[src/rtl/hazard_ctrl_unit_pkg.sv]
`default_nettype none
// ---------------------------------------------------------------------------
// hazard_ctrl_unit_pkg : shared types for the pipeline hazard controller
// Rev 1.0
// ---------------------------------------------------------------------------
package hazard_ctrl_unit_pkg;

  typedef logic [4:0] regbits_t;

  typedef enum logic [2:0] {
    PC_NEXT = 3'd0,
    PC_BEQ  = 3'd1,
    PC_BNE  = 3'd2,
    PC_J    = 3'd3,
    PC_JR   = 3'd4,
    PC_JAL  = 3'd5
  } pcsrc_t;

  typedef enum logic {
    HZ_RUN  = 1'b0,
    HZ_HOLD = 1'b1
  } hz_state_t;

endpackage
`default_nettype wire

[src/rtl/hazard_ctrl_unit_sat_counter.sv]
`default_nettype none
// ---------------------------------------------------------------------------
// sat_counter : event counter that sticks at all-ones instead of wrapping
// Rev 1.0
// ---------------------------------------------------------------------------
module sat_counter #(
  parameter int CNT_W = 16
) (
  input  logic             CLK,
  input  logic             nRST,
  input  logic             inc,
  output logic [CNT_W-1:0] count
);

  logic [CNT_W-1:0] r_count;

  always_ff @(posedge CLK or negedge nRST) begin
    if (!nRST) begin
      r_count <= '0;
    end else if (inc && (r_count != {CNT_W{1'b1}})) begin
      r_count <= r_count + CNT_W'(1);
    end
  end

  assign count = r_count;

endmodule
`default_nettype wire

[src/rtl/hazard_ctrl_unit.sv]
`default_nettype none
// ---------------------------------------------------------------------------
// hazard_ctrl_unit : freeze / redirect / load-use control for the 5-stage pipe
// Rev 1.0
// ---------------------------------------------------------------------------
module hazard_ctrl_unit
  import hazard_ctrl_unit_pkg::*;
#(
  parameter int PCSRC_W       = 3,
  parameter int REG_W         = 5,
  parameter int RESOLVE_STAGE = 2,
  parameter int CNT_W         = 16
) (
  input  logic               CLK,
  input  logic               nRST,
  input  logic [PCSRC_W-1:0] PCsrc,
  input  logic               zero,
  input  logic               ihit,
  input  logic               dmem_req,
  input  logic               dhit,
  input  logic [REG_W-1:0]   id_rs,
  input  logic [REG_W-1:0]   id_rt,
  input  logic               ex_memread,
  input  logic [REG_W-1:0]   ex_rd,
  output logic               pc_en,
  output logic               ifid_en,
  output logic               idex_en,
  output logic               exmem_en,
  output logic               memwb_en,
  output logic               ifid_flush,
  output logic               idex_flush,
  output logic               exmem_flush,
  output logic               flushed,
  output logic [CNT_W-1:0]   stall_cnt,
  output logic [CNT_W-1:0]   flush_cnt
);

  localparam logic c_flush_idex  = (RESOLVE_STAGE >= 2);
  localparam logic c_flush_exmem = (RESOLVE_STAGE == 3);

  hz_state_t r_state;
  logic      r_pend_redir;
  logic      r_flushed;
  logic      w_taken;
  logic      w_freeze;
  logic      w_loaduse;
  logic      w_redirect;

  always_comb begin
    w_taken = 1'b0;
    if (PCsrc == PCSRC_W'(PC_BEQ)) begin
      w_taken = zero;
    end else if (PCsrc == PCSRC_W'(PC_BNE)) begin
      w_taken = ~zero;
    end else if ((PCsrc == PCSRC_W'(PC_J)) || (PCsrc == PCSRC_W'(PC_JR)) ||
                 (PCsrc == PCSRC_W'(PC_JAL))) begin
      w_taken = 1'b1;
    end
  end

  assign w_freeze   = ~ihit | (dmem_req & ~dhit);
  assign w_loaduse  = ex_memread & (ex_rd != '0) & ((ex_rd == id_rs) | (ex_rd == id_rt));
  assign w_redirect = (w_taken | r_pend_redir) & ~w_freeze;

  always_comb begin
    pc_en       = 1'b1;
    ifid_en     = 1'b1;
    idex_en     = 1'b1;
    exmem_en    = 1'b1;
    memwb_en    = 1'b1;
    ifid_flush  = 1'b0;
    idex_flush  = 1'b0;
    exmem_flush = 1'b0;
    if (w_freeze) begin
      pc_en    = 1'b0;
      ifid_en  = 1'b0;
      idex_en  = 1'b0;
      exmem_en = 1'b0;
      memwb_en = 1'b0;
    end else if (w_redirect) begin
      // squash only the stages younger than the one resolving the redirect
      ifid_flush  = 1'b1;
      idex_flush  = c_flush_idex;
      exmem_flush = c_flush_exmem;
    end else if (w_loaduse) begin
      pc_en      = 1'b0;
      ifid_en    = 1'b0;
      idex_flush = 1'b1;
    end
  end

  // a redirect seen while frozen is parked in HOLD until the pipe can move
  always_ff @(posedge CLK or negedge nRST) begin
    if (!nRST) begin
      r_state      <= HZ_RUN;
      r_pend_redir <= 1'b0;
      r_flushed    <= 1'b0;
    end else begin
      r_flushed <= w_redirect;
      case (r_state)
        HZ_RUN: begin
          if (w_freeze && w_taken) begin
            r_state      <= HZ_HOLD;
            r_pend_redir <= 1'b1;
          end
        end
        HZ_HOLD: begin
          if (!w_freeze) begin
            r_state      <= HZ_RUN;
            r_pend_redir <= 1'b0;
          end
        end
        default: begin
          r_state      <= HZ_RUN;
          r_pend_redir <= 1'b0;
        end
      endcase
    end
  end

  assign flushed = r_flushed;

  sat_counter #(.CNT_W(CNT_W)) u_stall_cnt (
    .CLK   (CLK),
    .nRST  (nRST),
    .inc   (~pc_en),
    .count (stall_cnt)
  );

  sat_counter #(.CNT_W(CNT_W)) u_flush_cnt (
    .CLK   (CLK),
    .nRST  (nRST),
    .inc   (w_redirect),
    .count (flush_cnt)
  );

endmodule
`default_nettype wire

[config.mk]
export PLATFORM = sky130hd
export DESIGN_NAME = hazard_ctrl_unit
export DESIGN_NICKNAME = d
export VERILOG_FILES = /design/src/rtl/hazard_ctrl_unit_pkg.sv /design/src/rtl/hazard_ctrl_unit_sat_counter.sv /design/src/rtl/hazard_ctrl_unit.sv
export SDC_FILE = /design/constraint.sdc
export NUM_CORES = 1
export LEC_CHECK = 0
export ABC_AREA = 1
export CAP_MARGIN = 40
export CORE_MARGIN = 1
export CORE_UTILIZATION = 35
export DETAILED_ROUTE_END_ITERATION = 7
export GPL_TIMING_DRIVEN = 0
export PLACE_DENSITY_LB_ADDON = 0.08
export SYNTH_ARGS = -nofsm -noshare
export SYNTH_HDL_FRONTEND = slang
export SYNTH_SLANG_ARGS = --single-unit
[constraint.sdc]
create_clock -name CLK -period 3.76 [get_ports CLK]
set_input_delay 0.752 -clock CLK [delete_from_list [all_inputs] [get_ports CLK]]
set_output_delay 0.752 -clock CLK [all_outputs]
set_load 0.05 [all_outputs]
# Yosys cells after proc, flatten, opt, wreduce, memory -nomap -nowiden
# Cells that the tools add are included.
# Widths: inputs -> output; s select.
[totals]
reg_bits = 35
in_bits = 25
output_inout_bits = 41
elab_cells = 56
[classes]
add_sub_neg = 2
eq_ne = 11
n_mux = 18
n_bitwise = 13
reduce_logical = 7
[ops]
columns = ["op", "n"]
rows = [
  ["$add 16x1->16 const B", 2],
  ["$ne 16x16->1 const B", 2],
  ["$mux 1", 16],
  ["$eq 5x5->1", 2],
  ["$eq 3x2->1 const B", 2],
  ["$eq 3x3->1 const B", 2],
  ["$not 1->1", 6],
  ["$reduce_bool 5->1", 1],
  ["$and 1x1->1", 4],
  ["$ne 2x2->1 const B", 2],
  ["$pmux 1 s2", 2],
  ["$eq 3x1->1 const B", 1],
  ["$logic_and 1x1->1", 3],
  ["$or 1x1->1", 3],
  ["$logic_or 1x1->1", 2],
  ["$reduce_and 2->1", 1],
]

# Longest topological paths before layout
# Gate-level depths: netlist of run 1.
[logic_depth]
depth_word = 12
mapped_depth = 12

# Cells and area by module
# A second synthesis of run 1 with hierarchy kept.
[hier_totals]
hier_cells = 379
hier_area_um2 = 2537.4
[modules_own_cells]
columns = ["module", "instances", "cells_per_inst", "area_per_inst_um2", "seq_area_each_um2"]
rows = [
  ["sat_counter", 2, 149, 1058.5, 400.4],
  ["hazard_ctrl_unit", 1, 81, 420.4, 75.1],
]

# Least setup slack after synthesis of run 1
# Ideal clock, no wire load.
[synth_path]
kind = "input-to-output"
from = "input port dhit"
to = "output port pc_en"
t_arrival_ns = 2.318
path_slack_ns = 0.690
stages = 10
n_path_buf = 2
cell_sequence = "inv_1 nand2_1 nand2_1 inv_2 o21ai_2 nand3_1 nand2_4 buf_4 inv_1 buf_4"
[synth_via]
elab_chain_cells = 7
[synth_lines]
columns = ["element", "line_no", "rtl"]
rows = [
  ["from (decl)", "hazard_ctrl_unit.sv:20", "input logic dhit,"],
  ["$not 1->1 *", "hazard_ctrl_unit.sv:61", "assign w_freeze = ~ihit | (dmem_req & ~dhit);"],
  ["$and 1x1->1 *", "hazard_ctrl_unit.sv:61", ""],
  ["$or 1x1->1 *", "hazard_ctrl_unit.sv:61", ""],
  ["$not 1->1", "hazard_ctrl_unit.sv:63", "assign w_redirect = (w_taken | r_pend_redir) & ~w_freeze;"],
  ["$and 1x1->1", "hazard_ctrl_unit.sv:63", ""],
  ["$mux 1", "n/a", ""],
  ["$mux 1 *", "n/a", ""],
  ["to (decl)", "hazard_ctrl_unit.sv:25", "output logic pc_en,"],
]
# Every way passes the cells marked *; elsewhere a longest branch is shown, timed or not.

# Worst setup path in the final report of run 1
[layout_path]
from = "input port ex_rd[4]"
to = "output port pc_en"
[layout_via]
elab_chain_cells = 6
word_cells_on_any_way = 9
[layout_lines]
columns = ["element", "line_no", "rtl"]
rows = [
  ["from (decl)", "hazard_ctrl_unit.sv:24", "input logic [REG_W-1:0] ex_rd,"],
  ["$eq 5x5->1 or $reduce_bool 5->1 (tied branches)", "hazard_ctrl_unit.sv:62", "assign w_loaduse = ex_memread & (ex_rd != '0) & ((ex_rd == id_rs) | (ex_rd == id_rt));"],
  ["$or 1x1->1 or $and 1x1->1 (tied branches)", "hazard_ctrl_unit.sv:62", ""],
  ["$and 1x1->1 *", "hazard_ctrl_unit.sv:62", ""],
  ["$mux 1 *", "hazard_ctrl_unit.sv:85", "end else if (w_loaduse) begin"],
  ["$mux 1 *", "hazard_ctrl_unit.sv:80", "end else if (w_redirect) begin"],
  ["$mux 1 *", "hazard_ctrl_unit.sv:74", "if (w_freeze) begin"],
]
# Marked as above.

==> flow_summary.json, run 1 <==
{
  "status": "completed",
  "reg2reg_slack_ns": 1.97,
  "fin_skew_ns": 0.004845,
  "worstMarginPinSlew_ns": 0.7881,
  "fin_area_sq_um": 3057,
  "core_sq_um": 6061,
  "relSlewSlack": 0.4746,
  "synth_edf_count": 0,
  "maxCapViolations": 0,
  "routedLengthMet1_mm": 2.479,
  "setup_violations": 0,
  "vias_per_cell": 4.611,
  "place_congestion": 0.8459,
  "ant_nets": 0,
  "grt-ovfl-total": 0,
  "io_pins": 66,
  "wl_per_cell_microns": 11.24,
  "synth_top_cell_by_area": "dfrtp_1",
  "reg2reg_to": "u_flush_cnt.count[9]",
  "synthMostInstantiatedCell": "nand2_1",
  "rsz0062_at_grt": "false",
  "tritoncts": "built",
  "cpMaxStageDelayCell": "clkdlybuf4s50_1",
  "grt_antenna_before_repair": 0,
  "clk_pin_slew_ns": 0.06,
  "dp_cells": 452,
  "crit_required_ns": 3.01,
  "critPathKind": "input pin to output pin",
  "cp_num_buf_inv": 6,
  "synth_common_cells": "102 x nand2_1, 36 x nand3_1, 35 x dfrtp_1",
  "portBuffers": 64,
  "track_usage": 0.1648,
  "synthTopCellsByArea": "dfrtp_1 39%, nand2_1 17%, nand3_1 8.0%, xnor2_1 5.4%, xor2_1 5.4%",
  "die_area_sq_um": 6763,
  "crit_chain": "clkdlybuf4s50_1, inv_2, nand2_1, nand2_1, nor2_1, nand3_1, nand2_1, nand3_1, nand2_4, buf_4, inv_1, buf_4, dlygate4sd2_1",
  "dp_hpwl_mm": 3.896,
  "vias": 2112,
  "rows": 28,
  "yosys.area.top_type_share": 0.3887,
  "peakVddDrop_mv": 0.3863,
  "wl_mm": 5.149,
  "fmax_mhz": 283.1,
  "async_reset_ff_frac": 1.000,
  "die_x_microns": 82.24,
  "min_period_ns": 3.533,
  "critical_path.most_common_cell": "nand2_1",
  "hp-start": "r_state",
  "dr.pass1.iters": 4,
  "cts.sinks": 35,
  "fin_cells": 458,
  "ys_types": 27,
  "dp_slack_ns": -0.06958,
  "timing.rr.start": "u_flush_cnt.count[0]",
  "fillers": 612,
  "area_growth_pct": 35.65,
  "nets": 411,
  "arrival_ns": 2.78,
  "start_util": 0.3718,
  "grt_pass1_vias": 1926,
  "synth.avg_cell_area_sq_um": 7.199,
  "route.top_layer_used": "met4",
  "yosysSeqAreaShare": 0.3887,
  "cp-start-kind": "input pin",
  "wl_met3_microns": 328,
  "p_leak_nw": 1.493,
  "drv_slew": 0,
  "cts_root_buf": "clkbuf_8",
  "synth_warnings": 0,
  "drc": 0,
  "postCtsHoldBufs": 0,
  "cts-htree-levels": 2,
  "postCtsSetupBuffers": 0,
  "p_per_area_nw_per_um2": 478.8,
  "max_stage_delay_ns": 0.55,
  "netlist_instances": 313,
  "cts_buffers": 5,
  "grt_pass1_wl_mm": 8.500,
  "wl_met2_mm": 2.305,
  "cp_max_fo": 10,
  "syn_area_sq_um": 2253,
  "clock_path_buffers": 2,
  "min_path_cells": 1,
  "grt_max_degree": 36,
  "synth_nets": 340,
  "drt_iter0_drc": 77,
  "hold_class": "flip-flop to flip-flop",
  "p_total_mw": 1.464,
  "n_antenna_cell": 0,
  "fin_crit_sh": 0.9395,
  "worst_slack_ns": 0.2273,
  "die_y_microns": 82.24,
  "worst_skew_pair.late_latency_ns": 0.28,
  "ys.flop_type": "dfrtp_1",
  "reg2reg_depth": 9,
  "finalHoldViolCount": 0,
  "place_area_sq_um": 2983,
  "drive_above_1_share": 0.09399,
  "synth_seq_cells": 35,
  "critPathCaptureType": "output pin",
  "hold_end": "r_pend_redir",
  "crit_family": "buffers and inverters"
}
layout make-up:
type                    instances  area [sq um]  area share
inverters                      43         162.7     0.05321
well taps                      75         93.84     0.03070
multi-input cells             226          1151      0.3766
plain buffers                   9         63.81     0.02088
repair buffers                 64         636.9      0.2084
flip-flops and latches         35         875.8      0.2865
clock buffers                   6         72.57     0.02374
stage by stage:
step | TNS [ns] | util | hold slack, ns
2_1_floorplan | 0 | - | 0.4292
3_3_place_gp | -0.05036 | 0.4930 | 0.4413
3_5_place_dp | -0.06958 | 0.4922 | 0.4477
4_1_cts | 0 | 0.5039 | 0.4533
5_1_grt | 0 | 0.5043 | 0.4953
6_report | 0 | 0.5043 | 0.4560
repair_timing:
action,CTS,global route
endpoints found under the hold margin,0,0
endpoints found under the setup margin,1,1
resized for setup,1,1
where the power goes:
| group | internal (mW) | switching (mW) |
|---|---|---|
| Combinational | 0.237 | 0.433 |
| Clock | 0.123 | 0.125 |
| Sequential | 0.450 | 0.0962 |
| Total | 0.810 | 0.654 |
state kept, by name, summed over array words and instances (netlist names):
signal / count
u_flush_cnt.count: 16
u_stall_cnt.count: 16
flushed: 1
r_pend_redir: 1
r_state: 1
worst max path at each step:
| stage | startpoint | to | slack, ns | depth (start not counted) |
|---|---|---|---|---|
| 2_1_floorplan | dhit | pc_en | 0.69 | 10 |
| 3_3_place_gp | ex_rd[1] | pc_en | -0.05 | 13 |
| 3_5_place_dp | ex_rd[4] | pc_en | -0.07 | 13 |
| 4_1_cts | dhit | ifid_en | 0.02 | 11 |
| 5_1_grt | ex_rd[0] | pc_en | 0.01 | 13 |
| 6_report | ex_rd[4] | pc_en | 0.23 | 13 |
worst reg2reg max path, stage by stage (launching register included):
cell,delay (ns)
dfrtp_1,0.41
ha_1,0.24
nand3_1,0.18
nor3_2,0.21
nand3_1,0.11
nand2_2,0.14
inv_2,0.07
buf_2,0.18
nand3_1,0.09
nand2_1,0.06
cells in the final DEF, fill, tap and decap left out, types with 2 or more instances in the layout:
| cell | instances |
|---|---|
| xor2_1 | 14 |
| buf_4 | 5 |
| dfrtp_1 | 35 |
| clkbuf_8 | 5 |
| nor3_1 | 9 |
| nand2_4 | 2 |
| ha_1 | 2 |
| buf_2 | 4 |
| inv_2 | 10 |
| o21ai_1 | 3 |
| o21ai_0 | 5 |
| nand4_1 | 4 |
| clkdlybuf4s50_1 | 61 |
| nand2_2 | 3 |
| inv_1 | 32 |
| nand2_1 | 102 |
| nor2_1 | 23 |
| a21oi_1 | 2 |
| nand3_1 | 36 |
| xnor2_1 | 14 |
kinds of logic after synthesis:
| family | share of synthesized area |
|---|---|
| compound gates | 0.02943 |
| flops | 0.3887 |
| simple gates | 0.3598 |
| buf+inv | 0.1005 |
| fa+ha+maj | 0.01110 |
| xor+xnor | 0.1088 |
| other cells | 0.001664 |
routing by layer:
metal / vias to the layer above / global-route usage
met5: - / 0
li1: 1103 / -
met2: 62 / 0.2678
met1: 945 / 0.2135
met4: 0 / 0.04912
met3: 2 / 0.04286
Note: power is estimated with default switching activity, not from simulation.
==> run 2, diff against run 1 <==
Settings changed: CORE_UTILIZATION 35 to 51.
==> run 2 against run 1 <==
Effect of this change:
- clock skew hardly changed
- total power grew 2.1%
- clock power is 11% higher
- clock-buffer cell count is 1 lower
- core utilization grew 23 points
- global-route usage up 6.7 points
- sequential share of layout area up 0.14 points
- first-iteration DRC count rose by 61%
- sequential power hardly changed
==> flow_summary.json, run 2 (synthesized netlist as in run 1, its figures left out) <==
{
  "postCtsHoldBufs": 0,
  "die_area_sq_um": 4688,
  "status": "completed",
  "dp_hpwl_mm": 3.755,
  "arrival_ns": 2.78,
  "fin_crit_sh": 0.9395,
  "grt_antenna_before_repair": 0,
  "fin_cells": 435,
  "cp-start-kind": "input pin",
  "worst_skew_pair.late_latency_ns": 0.29,
  "p_leak_nw": 1.496,
  "nets": 411,
  "cpMaxStageDelayCell": "dlygate4sd2_1",
  "track_usage": 0.2314,
  "place_congestion": 0.8771,
  "portBuffers": 64,
  "n_antenna_cell": 0,
  "cts-htree-levels": 2,
  "seq_area_sq_um": 875.8,
  "max_stage_delay_ns": 0.51,
  "vias_per_cell": 5.014,
  "fin_area_sq_um": 3042,
  "fin_hold_ws_ns": 0.4526,
  "clock_path_buffers": 2,
  "drv_slew": 0,
  "peakVddDrop_mv": 0.4274,
  "clk_pin_slew_ns": 0.08,
  "p_per_area_nw_per_um2": 491.1,
  "fillers": 347,
  "cts_root_buf": "clkbuf_8",
  "internal-power_uw": 814.8,
  "wl_mm": 4.910,
  "min_period_ns": 3.532,
  "grt_max_degree": 36,
  "cp_max_fo": 10,
  "drive_above_1_share": 0.1013,
  "die_x_microns": 68.47,
  "place_area_sq_um": 2952,
  "dr.pass1.iters": 4,
  "grt-ovfl-total": 0,
  "wl_per_cell_microns": 11.29,
  "start_util": 0.5476,
  "setup_violations": 0,
  "tritoncts": "built",
  "crit_chain": "clkdlybuf4s50_1, inv_1, nand2_1, nand2_1, inv_2, o21ai_2, nand3_1, nand2_4, buf_4, inv_1, buf_4, dlygate4sd2_1",
  "p_seq_frac": 0.365,
  "multi_input_area_sq_um": 1151,
  "switching_share": 0.4545,
  "vias": 2181,
  "hold_class": "flip-flop to flip-flop",
  "p_switching_uw": 678.9,
  "ant_nets": 0,
  "core_sq_um": 4115,
  "grt_pass1_vias": 1970,
  "final_common_cell": "nand2_1",
  "fin_skew_ns": 0.004408,
  "critPathKind": "input pin to output pin",
  "rsz0062_at_grt": "false",
  "finalHoldViolCount": 0,
  "relSlewSlack": 0.5020,
  "drc": 0,
  "cts.sinks": 35,
  "clkPwrFrac": 0.184,
  "fmax_mhz": 283.1,
  "combPwrFrac": 0.451,
  "maxCapViolations": 0,
  "io_pins": 66,
  "postCtsSetupBuffers": 0,
  "rows": 23,
  "cts_buffers": 5,
  "drt_iter0_drc": 124,
  "cts_resized": 1,
  "area_growth_pct": 34.98,
  "grt_pass1_wl_mm": 8.073,
  "die_y_microns": 68.47,
  "crit_required_ns": 3.01,
  "dp_cells": 427,
  "worstMarginPinSlew_ns": 0.7471,
  "critPathCaptureType": "output pin",
  "final_cell_mix": "102 x nand2_1, 61 x clkdlybuf4s50_1, 36 x nand3_1"
}
[run 2: cell count changes in the layout (fill, tap and decap cells not counted), sizes merged]
cell / before / now
clkinvlp: 0 / 2
clkbuf: 6 / 5
clkinv: 1 / 2
[run 2: through the flow]
| stage | total power, mW | setup slack (ns) | util | setup TNS (ns) |
|---|---|---|---|---|
| 2_1_floorplan | 0.9884 | 0.6898 | - | 0 |
| 3_3_place_gp | 1.212 | -0.03857 | 0.7185 | -0.03857 |
| 3_5_place_dp | 1.226 | -0.06147 | 0.7172 | -0.06147 |
| 4_1_cts | 1.501 | 0.01806 | 0.7385 | 0 |
| 5_1_grt | 1.578 | 0.05786 | 0.7391 | 0 |
| 6_report | 1.494 | 0.2275 | 0.7391 | 0 |
[run 2: path summary, 6_finish.rpt]
check | from | endpoint | slack, ns | cells after the start
max | dhit | pc_en | 0.23 | 12
min | r_state | r_pend_redir | 0.45 | 1
max reg2reg | u_flush_cnt.count[1] | u_flush_cnt.count[6] | 1.98 | 8
min reg2reg | r_state | r_pend_redir | 0.45 | 1
max in group asynchronous | nRST | u_flush_cnt.count[12] | 2.76 | 1
min in group asynchronous | nRST | u_flush_cnt.count[2] | 0.52 | 1
[run 2: per-layer routing]
metal  vias to the layer above  global-route usage  routed length, microns
li1                       1113                   -                       -
met1                       997              0.2685                    2240
met2                        62              0.4032                    2342
met3                         9             0.05500                     246
met4                         0             0.09635                      80
met5                         -                   0                       0
[run 2: worst max-delay path: cells and delay by family]
family | cells | cell delay (ns)
compound gates | 1 | 0.11
buf+inv | 7 | 1.51
simple gates | 4 | 0.40
[run 2: area by class of cell]
class / instances / area share
Buffer: 9 / 0.02098
Clock buffer: 5 / 0.02262
Clock inverter: 3 / 0.006582
Inverter: 43 / 0.05348
Multi-Input combinational cell: 226 / 0.3784
Sequential cell: 35 / 0.2879
Tap cell: 50 / 0.02057
Timing Repair Buffer: 64 / 0.2094
[run 2: power groups by stage]
stage | registers [mW] | clock network (mW) | logic (mW)
CTS | 0.545 | 0.279 | 0.677
global placement | 0.548 | 0 | 0.664
detailed placement | 0.551 | 0 | 0.675
floorplan | 0.778 | 0 | 0.210
finish | 0.546 | 0.275 | 0.673
global route | 0.559 | 0.298 | 0.721
==> run 3, diff against run 2 <==
Settings changed: ABC_CLOCK_PERIOD_IN_PS set to 3760.
==> results of run 3 <==
Final layout, timing and power as in run 2 (identical DEF).
